File: config.mk
export PLATFORM = sky130hd
export DESIGN_NAME = transport_tx
export DESIGN_NICKNAME = d
export VERILOG_FILES = /design/src/rtl/telephony_pkg.sv /design/src/rtl/transport_fifo.sv /design/src/rtl/transport_tx.sv
export SDC_FILE = /design/constraint.sdc
export NUM_CORES = 1
export LEC_CHECK = 0
export BUFFER_PORTS_ARGS = -buffer_cell sky130_fd_sc_hd__buf_2
export CORE_ASPECT_RATIO = 0.6
export CORE_MARGIN = 2
export CORE_UTILIZATION = 53
export DETAILED_ROUTE_END_ITERATION = 6
export PLACE_DENSITY = 0.69
export SLEW_MARGIN = 20
export SYNTH_ARGS = -nofsm -noshare
export SYNTH_HDL_FRONTEND = slang
export SYNTH_HIERARCHICAL = 1
export SYNTH_SLANG_ARGS = --single-unit
File: constraint.sdc
create_clock -name clk -period 4.2 [get_ports clk]
set_input_delay 0.21 -clock clk [delete_from_list [all_inputs] [get_ports clk]]
set_output_delay 0.21 -clock clk [all_outputs]
set_load 0.005 [all_outputs]
File: src/rtl/telephony_pkg.sv
// Shared telephony transport definitions: cmd encodings, packet constants, tx FSM states.
// TRANSPORT_CHECKSUM_EN adds the CHECKSUM state used by the trailing checksum byte.
package telephony_pkg;

  localparam logic [1:0] CMD_NONE  = 2'b00;
  localparam logic [1:0] CMD_CTRL  = 2'b01;
  localparam logic [1:0] CMD_AUDIO = 2'b10;

  localparam logic [7:0] PKT_TYPE_CTRL  = 8'h01;
  localparam logic [7:0] PKT_TYPE_AUDIO = 8'h02;
  localparam logic [7:0] SYNC_BYTE      = 8'hA5;

  localparam int         HDR_LEN      = 6;
  localparam logic [7:0] HDR_LAST_IDX = 8'(HDR_LEN - 1);

  typedef logic [1:0] tx_state_t;

  localparam tx_state_t ST_IDLE    = 2'd0;
  localparam tx_state_t ST_HEADER  = 2'd1;
  localparam tx_state_t ST_PAYLOAD = 2'd2;
`ifdef TRANSPORT_CHECKSUM_EN
  localparam tx_state_t ST_CHECKSUM = 2'd3;
`endif

  function automatic logic [7:0] sat_inc8(input logic [7:0] v);
    return (v == 8'hFF) ? v : v + 8'd1;
  endfunction

endpackage

File: src/rtl/transport_fifo.sv
// Synchronous audio FIFO; exposes the head word and the word behind it so the
// framer can fetch the next sample in the same cycle the current one is popped.
module transport_fifo #(
  parameter int DEPTH = 16,
  parameter int WIDTH = 16
) (
  input  logic                     clk,
  input  logic                     reset,
  input  logic                     push,
  input  logic                     pop,
  input  logic [WIDTH-1:0]         wr_data,
  output logic [WIDTH-1:0]         rd_data,
  output logic [WIDTH-1:0]         rd_data_next,
  output logic                     full,
  output logic                     empty,
  output logic [$clog2(DEPTH):0]   count
);

  localparam int            AW      = $clog2(DEPTH);
  localparam logic [AW-1:0] PTR_ONE = AW'(1);
  localparam logic [AW:0]   CNT_ONE = (AW+1)'(1);
  localparam logic [AW:0]   CNT_MAX = (AW+1)'(DEPTH);

  logic [WIDTH-1:0] mem_q [DEPTH];
  logic [AW-1:0]    wr_ptr_q, wr_ptr_d;
  logic [AW-1:0]    rd_ptr_q, rd_ptr_d;
  logic [AW:0]      count_q, count_d;
  logic             do_push, do_pop;

  assign full  = (count_q == CNT_MAX);
  assign empty = (count_q == '0);
  assign count = count_q;

  assign rd_data      = mem_q[rd_ptr_q];
  assign rd_data_next = mem_q[rd_ptr_q + PTR_ONE];

  always_comb begin
    do_push  = push && !full;
    do_pop   = pop && !empty;
    wr_ptr_d = do_push ? wr_ptr_q + PTR_ONE : wr_ptr_q;
    rd_ptr_d = do_pop  ? rd_ptr_q + PTR_ONE : rd_ptr_q;
    count_d  = count_q;
    if (do_push && !do_pop)      count_d = count_q + CNT_ONE;
    else if (do_pop && !do_push) count_d = count_q - CNT_ONE;
  end

  always_ff @(posedge clk) begin
    if (reset) begin
      wr_ptr_q <= '0;
      rd_ptr_q <= '0;
      count_q  <= '0;
    end else begin
      wr_ptr_q <= wr_ptr_d;
      rd_ptr_q <= rd_ptr_d;
      count_q  <= count_d;
    end
  end

  // Storage carries no reset; occupancy is tracked by the pointers alone.
  always_ff @(posedge clk) begin
    if (do_push) mem_q[wr_ptr_q] <= wr_data;
  end

endmodule

File: src/rtl/transport_tx.sv
// Transport-layer transmitter: frames control words and audio blocks into byte packets.
// Define TRANSPORT_CHECKSUM_EN to append a mod-256 checksum of B1..last payload byte.
module transport_tx
  import telephony_pkg::*;
#(
  parameter int         AUDIO_WORDS = 8,
  parameter int         FIFO_DEPTH  = 16,
  parameter logic [7:0] SRC_ADDR    = 8'h00
) (
  input  logic        clk,
  input  logic        reset,
  input  logic [1:0]  cmd,
  input  logic [15:0] data_in,
  input  logic [7:0]  dest_addr,
  output logic        transport_busy,
  output logic [7:0]  tx_data,
  output logic        tx_valid,
  input  logic        tx_ready,
  output logic        tx_last,
  output logic [7:0]  drop_count
);

  localparam int            CW           = $clog2(FIFO_DEPTH) + 1;
  localparam logic [CW-1:0] AUDIO_THRESH = CW'(AUDIO_WORDS);
  localparam logic [CW-1:0] BUSY_THRESH  = CW'(FIFO_DEPTH - 1);
  localparam logic [7:0]    AUDIO_LEN    = 8'(2 * AUDIO_WORDS);
  localparam logic [7:0]    CTRL_LEN     = 8'd2;
`ifdef TRANSPORT_CHECKSUM_EN
  localparam logic          CSUM_EN      = 1'b1;
`else
  localparam logic          CSUM_EN      = 1'b0;
`endif

  tx_state_t   state_q, state_d;
  logic [7:0]  idx_q, idx_d;
  logic        is_audio_q, is_audio_d;
  logic [7:0]  dest_q, dest_d;
  logic [7:0]  seq_q, seq_d;
  logic        ctrl_pending_q, ctrl_pending_d;
  logic [15:0] ctrl_word_q, ctrl_word_d;
  logic [7:0]  tx_data_q, tx_data_d;
  logic        tx_valid_q, tx_valid_d;
  logic        tx_last_q, tx_last_d;
  logic [7:0]  drop_count_q, drop_count_d;
`ifdef TRANSPORT_CHECKSUM_EN
  logic [7:0]  csum_q, csum_d;
`endif

  logic          fifo_push, fifo_pop, fifo_full, fifo_empty;
  logic [15:0]   fifo_rd_data, fifo_rd_data_next;
  logic [CW-1:0] fifo_count;

  logic          xfer, pkt_done, cmd_ctrl, cmd_audio;
  logic [7:0]    pkt_len, hdr_idx, hdr_byte, pay_idx, pay_byte;
  logic          pay_last;

  transport_fifo #(
    .DEPTH (FIFO_DEPTH),
    .WIDTH (16)
  ) u_fifo (
    .clk          (clk),
    .reset        (reset),
    .push         (fifo_push),
    .pop          (fifo_pop),
    .wr_data      (data_in),
    .rd_data      (fifo_rd_data),
    .rd_data_next (fifo_rd_data_next),
    .full         (fifo_full),
    .empty        (fifo_empty),
    .count        (fifo_count)
  );

  // Link handshake: a byte moves when tx_valid && tx_ready at a clock edge; while
  // tx_valid is high and tx_ready low, tx_data/tx_valid/tx_last hold unchanged.
  assign xfer      = tx_valid_q && tx_ready;
  assign pkt_done  = xfer && tx_last_q;
  assign cmd_ctrl  = (cmd == CMD_CTRL);
  assign cmd_audio = (cmd == CMD_AUDIO);
  assign pkt_len   = is_audio_q ? AUDIO_LEN : CTRL_LEN;
  assign pay_last  = (idx_q == pkt_len - 8'd1);

  always_comb begin
    hdr_idx = idx_q + 8'd1;
    case (hdr_idx)
      8'd1:    hdr_byte = is_audio_q ? PKT_TYPE_AUDIO : PKT_TYPE_CTRL;
      8'd2:    hdr_byte = dest_q;
      8'd3:    hdr_byte = SRC_ADDR;
      8'd4:    hdr_byte = seq_q;
      default: hdr_byte = pkt_len;
    endcase
  end

  // Byte about to be loaded into the payload; an even index past zero follows a
  // popped low byte, so it comes from the word behind the current head.
  always_comb begin
    pay_idx = (state_q == ST_HEADER) ? 8'd0 : idx_q + 8'd1;
    if (!is_audio_q)          pay_byte = (pay_idx == 8'd0) ? ctrl_word_q[15:8] : ctrl_word_q[7:0];
    else if (pay_idx == 8'd0) pay_byte = fifo_rd_data[15:8];
    else if (pay_idx[0])      pay_byte = fifo_rd_data[7:0];
    else                      pay_byte = fifo_rd_data_next[15:8];
  end

  always_comb begin
    state_d    = state_q;
    idx_d      = idx_q;
    is_audio_d = is_audio_q;
    dest_d     = dest_q;
    tx_data_d  = tx_data_q;
    tx_valid_d = tx_valid_q;
    tx_last_d  = tx_last_q;
    fifo_pop   = 1'b0;

    case (state_q)
      ST_IDLE: begin
        if (ctrl_pending_q || fifo_count >= AUDIO_THRESH) begin
          state_d    = ST_HEADER;
          idx_d      = 8'd0;
          is_audio_d = !ctrl_pending_q;
          dest_d     = ctrl_pending_q ? ctrl_word_q[15:8] : dest_addr;
          tx_data_d  = SYNC_BYTE;
          tx_valid_d = 1'b1;
          tx_last_d  = 1'b0;
        end
      end
      ST_HEADER: begin
        if (xfer) begin
          if (idx_q == HDR_LAST_IDX) begin
            state_d   = ST_PAYLOAD;
            idx_d     = 8'd0;
            tx_data_d = pay_byte;
            tx_last_d = !CSUM_EN && (pkt_len == 8'd1);
          end else begin
            idx_d     = hdr_idx;
            tx_data_d = hdr_byte;
          end
        end
      end
      ST_PAYLOAD: begin
        if (xfer) begin
          fifo_pop = is_audio_q && idx_q[0] && !fifo_empty;
          if (pay_last) begin
`ifdef TRANSPORT_CHECKSUM_EN
            state_d   = ST_CHECKSUM;
            tx_data_d = csum_q;
            tx_last_d = 1'b1;
`else
            state_d    = ST_IDLE;
            tx_valid_d = 1'b0;
            tx_last_d  = 1'b0;
`endif
          end else begin
            idx_d     = pay_idx;
            tx_data_d = pay_byte;
            tx_last_d = !CSUM_EN && (pay_idx == pkt_len - 8'd1);
          end
        end
      end
`ifdef TRANSPORT_CHECKSUM_EN
      ST_CHECKSUM: begin
        if (xfer) begin
          state_d    = ST_IDLE;
          tx_valid_d = 1'b0;
          tx_last_d  = 1'b0;
        end
      end
`endif
      default: begin
        state_d    = ST_IDLE;
        tx_valid_d = 1'b0;
        tx_last_d  = 1'b0;
      end
    endcase
  end

`ifdef TRANSPORT_CHECKSUM_EN
  // Accumulate every byte loaded after B0 up to the last payload byte.
  always_comb begin
    csum_d = csum_q;
    if (state_q == ST_IDLE)
      csum_d = 8'd0;
    else if (xfer && (state_q == ST_HEADER || (state_q == ST_PAYLOAD && !pay_last)))
      csum_d = csum_q + tx_data_d;
  end
`endif

  always_comb begin
    ctrl_pending_d = ctrl_pending_q;
    ctrl_word_d    = ctrl_word_q;
    seq_d          = pkt_done ? seq_q + 8'd1 : seq_q;
    drop_count_d   = drop_count_q;
    fifo_push      = cmd_audio && !fifo_full;
    if (pkt_done && !is_audio_q) ctrl_pending_d = 1'b0;
    if (cmd_ctrl && !ctrl_pending_q) begin
      ctrl_pending_d = 1'b1;
      ctrl_word_d    = data_in;
    end
    if ((cmd_ctrl && ctrl_pending_q) || (cmd_audio && fifo_full))
      drop_count_d = sat_inc8(drop_count_q);
  end

  always_ff @(posedge clk) begin
    if (reset) begin
      state_q        <= ST_IDLE;
      idx_q          <= 8'd0;
      is_audio_q     <= 1'b0;
      dest_q         <= 8'd0;
      seq_q          <= 8'd0;
      ctrl_pending_q <= 1'b0;
      ctrl_word_q    <= 16'd0;
      tx_data_q      <= 8'd0;
      tx_valid_q     <= 1'b0;
      tx_last_q      <= 1'b0;
      drop_count_q   <= 8'd0;
    end else begin
      state_q        <= state_d;
      idx_q          <= idx_d;
      is_audio_q     <= is_audio_d;
      dest_q         <= dest_d;
      seq_q          <= seq_d;
      ctrl_pending_q <= ctrl_pending_d;
      ctrl_word_q    <= ctrl_word_d;
      tx_data_q      <= tx_data_d;
      tx_valid_q     <= tx_valid_d;
      tx_last_q      <= tx_last_d;
      drop_count_q   <= drop_count_d;
    end
  end

`ifdef TRANSPORT_CHECKSUM_EN
  always_ff @(posedge clk) begin
    if (reset) csum_q <= 8'd0;
    else       csum_q <= csum_d;
  end
`endif

  assign transport_busy = ctrl_pending_q || (fifo_count >= BUSY_THRESH);
  assign tx_data        = tx_data_q;
  assign tx_valid       = tx_valid_q;
  assign tx_last        = tx_last_q;
  assign drop_count     = drop_count_q;

endmodule

==> results of run 1 <==
[per-stage QoR]
step	utilization [%]	hold slack, ns	instance area, sq um
after detailed placement	56.0	0.445	16000
after CTS	59.9	0.00732	17100
final	59.9	0.0252	17100
after global routing	59.9	0.0260	17100
after global placement	56.0	0.444	16000
after floorplan	-	0.282	15300
[critical path: cells and delay by family, from the launching register on]
kind                       cells  cell delay (ns)
muxes                          2             0.55
AOI/OAI and AO/OA              3             0.89
and+or+nand+nor                3             0.81
adders and majority gates      2             0.69
buffers and inverters          1             0.11
DFF                            1             0.45
[path summary, 6_finish.rpt]
path | startpoint | endpoint | slack, ns | cells past startpoint
min reg2reg | ctrl_word_q[5]$_SDFFE_PP0P_ | ctrl_word_q[5]$_SDFFE_PP0P_ | 0.46 | 2
min | data_in[1] | u_fifo/mem_q[10][1]$_DFFE_PP_ | 0.03 | 1
max reg2reg | u_fifo/count[0]$_SDFFE_PP0P_ | u_fifo/count[4]$_SDFFE_PP0P_ | 0.59 | 11
max | u_fifo/count[0]$_SDFFE_PP0P_ | u_fifo/count[4]$_SDFFE_PP0P_ | 0.59 | 11
[routing by layer]
metal | wire [um] | vias to the layer above
met5 | 27 | -
met4 | 616 | 4
met3 | 4860 | 55
met2 | 15600 | 515
met1 | 17800 | 4809
li1 | - | 4189
[cells in the final DEF, fill, tap and decap left out, types with 11 or more instances in the layout]
| cell | count |
|---|---|
| edfxtp_1 | 256 |
| nand2_1 | 117 |
| mux4_2 | 100 |
| dfxtp_1 | 77 |
| nor2_1 | 71 |
| buf_2 | 47 |
| buf_4 | 42 |
| a21oi_1 | 37 |
| mux2i_1 | 35 |
| clkbuf_16 | 31 |
| inv_1 | 28 |
| nand3_1 | 28 |
| ha_1 | 20 |
| a211oi_1 | 15 |
| xnor2_1 | 13 |
| nor2_2 | 13 |
| nand4_1 | 12 |
| o21ai_0 | 12 |
| nor3_1 | 11 |
| xor2_1 | 11 |
[report_power, final]
part	switching (mW)	internal (mW)
clock	1.22	1.65
sequential	0.0788	3.67
combinational	0.624	0.369
[layout make-up]
type                            count  area [sq um]
Antenna cell                        2          5.00
Timing Repair Buffer               98           651
Inverter                           28           105
Fill cell                        2137         11400
Multi-Input combinational cell    617          5570
Tap cell                          375           469
Clock buffer                       35           791
Clock inverter                     22           230
Sequential cell                   335          9270
[flip-flops by register name, indices dropped and copies added (netlist names), named ones only]
register	flops
tx_last	1
ctrl_word_q	16
idx_q	8
u_fifo/rd_ptr_q	4
drop_count	8
tx_valid	1
state_q	2
seq_q	8
u_fifo/mem_q	256
is_audio_q	1
dest_q	8
tx_data	8
ctrl_pending_q	1
u_fifo/wr_ptr_q	4
u_fifo/count	5
[what timing repair did]
item,4_1_cts,5_1_grt
endpoints found under the setup margin,0,0
hold endpoints to repair,8,0
hold buffers,8,0
==> impl_metrics.ini, run 1 <==
[worst_hold_path]
hold_class = in2reg

[placed_design]
dpl.hpwl_mm = 25.8
numPortBuffers = 47
dp_slack_ns = 0.601
gp_congestion = 0.932
post-place-cells = 1445

[critical_path]
end_kind = flip-flop
cp.arrival_ns = 4.07
slowest_stage = a21boi_1
slowest_delay_ns = 0.55
start_kind = flip-flop
worstPathRequired_ns = 4.66
critPathKind = reg2reg
crit_chain = or4_1 -> nor2_1 -> nor3b_1 -> a21boi_1 -> ha_1 -> inv_1 -> fa_1 -> a21o_1 -> a21oi_1 -> mux2i_1 -> mux2_2
path_max_fanout = 6

[sta]
fmax_ghz = 0.277
rsz0062_at_grt = no
worstMarginPinSlew_ns = 0.849
setup_ws_ns = 0.586
skew_ns = 0.00729
setup-tns-final_ns = 0
fin_crit_ns = 3.61
period_share_pct = 86.1
slew_headroom_pct = 43.4
hold_viol = 0
finalMaxSlewViolations = 0
finalSetupViolCount = 0

[power_and_ir_drop]
p_leak_nw = 5.60
total_power_mw = 7.61
vdd_drop_max_mv = 0.373
power_per_cell_area_mw_per_mm2 = 445

[run]
max_cap_violations = 0

[floorplanning]
io_pins = 48
rows = 48
fp.dieW_um = 223
initial_core_util_pct = 53.5
die_area_sq_mm = 0.0302
coreArea_sq_mm = 0.0285
die_y_um = 135

[routing]
drtIter0Drc = 1118
finalWirelength_mm = 39.0
wl_per_cell_um = 25.8
dr.pass1.iters = 7
ant_nets = 0
via_per_inst = 6.33
vias = 9572
drc = 0

[clocking]
ctsResizeCount = 0
cts_root_buf = clkbuf_16
worstSkewPairLatency_ns = 0.57
clockBufferDepth = 3
clkTransAtPathRegs_ns = 0.07
tritoncts = done
h-tree-depth = 1
cts_buffers = 31
clock_sinks = 335
cts_setup_buffers = 0

[grt]
grt_max_degree = 44
grt_pass1_vias = 9107
antenna_found_initial = 4
overflow = 0
track_usage_pct = 26.4
use_met3_pct = 8.35
grt_use_met1_pct = 41.9
grt_pass1_wl_mm = 58.4
top_usage_layer = met1
use_met2_pct = 35.6

[final_layout]
drive_gt1_share_pct = 24.4
areaGrowthSynthToFinish_pct = 12.0
stdcell_count = 1512
nNetsFinal = 1161

[yosys]
synthesis.nets = 1111
avgSynthCellArea_sq_um = 14.4
synth_warnings = 6
netlist_area_sq_mm = 0.0153
netlist_instances = 1061

[status]
status = completed
No activity file was read; power rests on OpenSTA's default activity.
==> inputs of run 2 (changes only) <==
--- a/config.mk
+++ b/config.mk
@@ -9,6 +9,7 @@
 export CORE_ASPECT_RATIO = 0.6
 export CORE_MARGIN = 2
 export CORE_UTILIZATION = 53
+export CTS_BUF_LIST = sky130_fd_sc_hd__clkbuf_4 sky130_fd_sc_hd__clkbuf_8
 export DETAILED_ROUTE_END_ITERATION = 6
 export PLACE_DENSITY = 0.69
 export SLEW_MARGIN = 20
==> run 2 against run 1 <==
  * Cell count grew 2.5%
  * Largest cell class unchanged
  * Via count grew 1.0%
  * Register-to-register slack is essentially flat
  * Die area is the same
  * Hold slack is essentially flat
  * Clock skew grew 0.018 ns
  * Design area is essentially flat
  * Combinational power is essentially flat
  * Setup slack lost 0.0077 ns
  * Total power shrank 4.0%
  * Critical path type unchanged
  * Global-route usage grew 0.35 points
==> impl_metrics.ini, run 2 (same netlist as run 1, synthesis figures left out) <==
[sta]
fin_crit_ns = 3.62
finalMaxSlewViolations = 0
period_share_pct = 86.2
hold_viol = 0
slew_headroom_pct = 43.2
fmax_ghz = 0.276
finalSetupViolCount = 0
worstMarginPinSlew_ns = 0.851
skew_ns = 0.0249
whs_ns = 0.0251
rsz0062_at_grt = no
setup-tns-final_ns = 0

[run]
max_cap_violations = 0

[grt]
antenna_found_initial = 4
overflow = 0
grt_max_degree = 44
grt_pass1_wl_mm = 59.0
grt_pass1_vias = 9230
track_usage_pct = 26.7

[final_layout]
areaGrowthSynthToFinish_pct = 12.0
reg_top3 = u_fifo/mem_q (256), ctrl_word_q (16)
final_common_cell = edfxtp_1
drive_gt1_share_pct = 25.9
fin_area_sq_mm = 0.0171
regMostFlops = u_fifo/mem_q
mostFrequentLayoutCells = 256 x edfxtp_1, 117 x nand2_1, 100 x mux4_2
nNetsFinal = 1188
largest_reg_flops = 256

[routing]
finalWirelength_mm = 39.4
dr.pass1.iters = 5
wl_per_cell_um = 25.4
drtIter0Drc = 1224
via_per_inst = 6.24
vias = 9672
drc = 0
ant_nets = 0

[floorplanning]
fp.dieW_um = 223
rows = 48
die_y_um = 135
initial_core_util_pct = 53.5
io_pins = 48
coreArea_sq_mm = 0.0285
die_area_sq_mm = 0.0302

[critical_path]
crit_chain = or4_1 -> nor2_1 -> nor3b_1 -> a21boi_1 -> ha_1 -> inv_1 -> fa_1 -> a21o_1 -> a21oi_1 -> mux2i_1 -> mux2_2
crit_family = compound AO/OA/AOI/OAI gates
crit_buf_inv = 1
cp.arrival_ns = 4.10
start_kind = flip-flop
end_kind = flip-flop
worstPathRequired_ns = 4.67
path_max_fanout = 6
slowest_delay_ns = 0.55
slowest_stage = a21boi_1
critPathKind = reg2reg

[clocking]
clkTransAtPathRegs_ns = 0.07
clockBufferDepth = 3
worstSkewPairLatency_ns = 0.60
cts_buffers = 48
tritoncts = done
cts_setup_buffers = 0
clock_sinks = 335
cts_root_buf = clkbuf_8
h-tree-depth = 2

[status]
status = completed

[power_and_ir_drop]
vdd_drop_max_mv = 0.275
power_per_cell_area_mw_per_mm2 = 427
p_leak_nw = 5.64

[placed_design]
postPlaceCellArea_sq_mm = 0.0160
numPortBuffers = 47
dpl.hpwl_mm = 25.8
gp_congestion = 0.932

[worst_hold_path]
hold_class = in2reg
==> run 2: timing repair <==
action / in CTS / in global routing
hold endpoints to repair: 165 / 0
hold buffers: 18 / 0
gates resized for setup: 0 / 0
==> run 2: layout make-up <==
class | count | area [sq um]
flip-flops and latches | 335 | 9270
repair buffers | 108 | 751
fillers | 2169 | 11400
inverters | 28 | 105
diodes | 2 | 5.00
clock buffers | 59 | 749
clock inverters | 26 | 170
multi-input cells | 617 | 5570
well taps | 375 | 469
==> run 2: where the power goes <==
group          total [mW]  internal (mW)  leakage [nW]  switching, mW
clock network        2.56           1.30         0.478           1.26
registers            3.74           3.67          2.95         0.0777
logic                1.00          0.375          2.21          0.628
==> run 2: final timing paths <==
kind                                       end  slack [ns]                    startpoint  cells past startpoint
setup / recovery  u_fifo/count[4]$_SDFFE_PP0P_        0.58  u_fifo/count[0]$_SDFFE_PP0P_                     11
hold / removal    u_fifo/mem_q[9][2]$_DFFE_PP_        0.03                    data_in[2]                      1
setup reg to reg  u_fifo/count[4]$_SDFFE_PP0P_        0.58  u_fifo/count[0]$_SDFFE_PP0P_                     11
hold reg to reg    ctrl_word_q[5]$_SDFFE_PP0P_        0.45   ctrl_word_q[5]$_SDFFE_PP0P_                      2
==> run 2: worst reg2reg max path, cell delays in order (launching register included) <==
cell and delay [ns]:
dfxtp_1 0.45, or4_1 0.30, nor2_1 0.09, nor3b_1 0.42
a21boi_1 0.55, ha_1 0.27, inv_1 0.11, fa_1 0.42
a21o_1 0.17, a21oi_1 0.17, mux2i_1 0.21, mux2_2 0.34
==> run 2: per-layer routing <==
layer / vias up / part of all wire, % / track usage, %
met5: - / 0.063 / 0
met4: 4 / 1.7 / 6.26
met3: 67 / 12 / 8.20
met2: 543 / 40 / 35.3
met1: 4824 / 46 / 42.7
li1: 4234 / - / -
==> run 2: per-stage QoR <==
stage | power [mW] | cells | setup WS, ns | util [%]
3_5_place_dp | 4.77 | 1445 | 0.601 | 56.0
6_report | 7.30 | 1550 | 0.578 | 59.9
5_1_grt | 7.59 | 1548 | 0.238 | 59.9
4_1_cts | 7.32 | 1548 | 0.571 | 59.9
3_3_place_gp | 4.76 | 1445 | 0.766 | 56.0
2_1_floorplan | 4.46 | 1061 | 0.891 | -
==> inputs of run 3 (changes only) <==
--- a/config.mk
+++ b/config.mk
@@ -6,11 +6,11 @@
 export NUM_CORES = 1
 export LEC_CHECK = 0
 export BUFFER_PORTS_ARGS = -buffer_cell sky130_fd_sc_hd__buf_2
-export CORE_ASPECT_RATIO = 0.6
 export CORE_MARGIN = 2
 export CORE_UTILIZATION = 53
 export CTS_BUF_LIST = sky130_fd_sc_hd__clkbuf_4 sky130_fd_sc_hd__clkbuf_8
 export DETAILED_ROUTE_END_ITERATION = 6
+export GPL_TIMING_DRIVEN = 1
 export PLACE_DENSITY = 0.69
 export SLEW_MARGIN = 20
 export SYNTH_ARGS = -nofsm -noshare
==> run 3 against run 2 <==
  * Sequential share of layout area down 0.17 points
  * Clock-buffer cell count grew 16
  * Design area up 0.31%
  * Critical path depth did not move
  * Hold slack better by 0.0087 ns
  * Clock skew decreased by 0.0014 ns
  * Critical endpoint unchanged
  * Global-route usage fell by 2.1 points
  * Setup slack improved by 0.059 ns
  * Combinational power is 6% lower
==> impl_metrics.ini, run 3 (same netlist as run 1, synthesis figures left out) <==
[floorplanning]
fp.dieW_um = 174
rows = 62
die_area_sq_mm = 0.0302
coreArea_sq_mm = 0.0285
die_y_um = 174
initial_core_util_pct = 53.5
io_pins = 48

[final_layout]
mostFrequentLayoutCells = 256 x edfxtp_1, 117 x nand2_1, 100 x mux4_2
final_util_pct = 60.1
fin_area_sq_mm = 0.0171
stdcell_count = 1562
nNetsFinal = 1184
areaGrowthSynthToFinish_pct = 12.3
fillerInstances = 2226
regMostFlops = u_fifo/mem_q
diodes = 0
final_common_cell = edfxtp_1
drive_gt1_share_pct = 27.2
largest_reg_flops = 256
reg_top3 = u_fifo/mem_q (256), ctrl_word_q (16)

[sta]
slew_headroom_pct = 33.4
period_share_pct = 84.8
finalMaxSlewViolations = 0
hold_viol = 0
skew_ns = 0.0235
setup_ws_ns = 0.637
whs_ns = 0.0338
worstMarginPinSlew_ns = 0.993
fin_crit_ns = 3.56
finalSetupViolCount = 0
setup-tns-final_ns = 0
fmax_ghz = 0.281
rsz0062_at_grt = no

[placed_design]
dpl.hpwl_mm = 23.8
numPortBuffers = 47
dp_slack_ns = 0.654
gp_congestion = 0.880
postPlaceCellArea_sq_mm = 0.0160
post-place-cells = 1452

[critical_path]
critPathKind = reg2reg
r2r_start = u_fifo/count[1]$_SDFFE_PP0P_
worst-r2r-setup-slack_ns = 0.64
worstPathRequired_ns = 4.67
start_kind = flip-flop
cp.arrival_ns = 4.03
reg2reg_to = u_fifo/count[4]$_SDFFE_PP0P_
path_max_fanout = 6
reg2reg_depth = 11
end_kind = flip-flop

[grt]
antenna_found_initial = 1
grt_pass1_vias = 9441
grt_pass1_wl_mm = 55.8
grt_max_degree = 50
track_usage_pct = 24.6
overflow = 0

[clocking]
cts_buffers = 55
clockBufferDepth = 3
ctsResizeCount = 0
cts_setup_buffers = 0
h-tree-depth = 2
tritoncts = done
clock_sinks = 335
cts_root_buf = clkbuf_8
worstSkewPairLatency_ns = 0.59
clkTransAtPathRegs_ns = 0.06
holdBufCountCts = 9

[routing]
dr.pass1.iters = 5
via_per_inst = 6.04
vias = 9436
wl_per_cell_um = 23.8
ant_nets = 0
finalWirelength_mm = 37.1
drtIter0Drc = 1004
drc = 0

[worst_hold_path]
hold_start = data_in[0]
holdPathEnd = u_fifo/mem_q[10][0]$_DFFE_PP_
hold_depth = 1
hold_class = in2reg

[power_and_ir_drop]
p_leak_nw = 5.68
power_per_cell_area_mw_per_mm2 = 433
vdd_drop_max_mv = 0.261
total_power_mw = 7.42

[status]
status = completed

[run]
max_cap_violations = 0
==> run 3: changes by cell type in the layout (fill, tap and decap cells not counted), sizes merged <==
cell,change
clkbuf,+16
dlygate4sd3,-9
buf,-2
bufinv,-2
diode,-2
clkinv,+1
clkinvlp,+1
==> run 3: power breakdown <==
part	switching (mW)	internal [mW]	total, mW
clock network	1.28	1.44	2.73
logic	0.580	0.361	0.941
registers	0.0794	3.67	3.75
==> run 3: critical path, stage by stage, from the launching register on <==
cell      delay [ns]
dfxtp_1         0.45
or4_1           0.31
nor2_1          0.09
nor3b_1         0.35
a21boi_1        0.53
ha_1            0.27
inv_1           0.11
fa_1            0.42
a21o_1          0.17
a21oi_1         0.17
mux2i_1         0.22
mux2_2          0.34
==> run 3: worst max-delay path by stage <==
stage | slack (ns) | depth (start not counted) | to | start
6_report | 0.64 | 11 | u_fifo/count[4]$_SDFFE_PP0P_ | u_fifo/count[1]$_SDFFE_PP0P_
3_5_place_dp | 0.65 | 11 | u_fifo/count[4]$_SDFFE_PP0P_ | u_fifo/count[1]$_SDFFE_PP0P_
4_1_cts | 0.64 | 11 | u_fifo/count[4]$_SDFFE_PP0P_ | u_fifo/count[1]$_SDFFE_PP0P_
3_3_place_gp | 0.81 | 11 | u_fifo/count[4]$_SDFFE_PP0P_ | u_fifo/count[0]$_SDFFE_PP0P_
5_1_grt | 0.43 | 11 | u_fifo/count[4]$_SDFFE_PP0P_ | u_fifo/count[1]$_SDFFE_PP0P_
2_1_floorplan | 0.89 | 7 | u_fifo/mem_q[0][0]$_DFFE_PP_ | u_fifo/count[0]$_SDFFE_PP0P_
==> run 3: area by class of cell <==
class / count / area (sq um) / share of cell area [%]
Sequential cell: 335 / 9270 / 54.1
Multi-Input combinational cell: 617 / 5570 / 32.5
Clock buffer: 75 / 932 / 5.44
Timing Repair Buffer: 97 / 658 / 3.84
Tap cell: 384 / 480 / 2.80
Clock inverter: 26 / 128 / 0.744
Inverter: 28 / 105 / 0.613
==> run 3: layer usage <==
layer / GRT usage [%] / share of wire, %
met1: 33.7 / 41
met2: 40.4 / 48
met3: 4.61 / 8.2
met4: 7.95 / 2.8
met5: 0 / 0.043
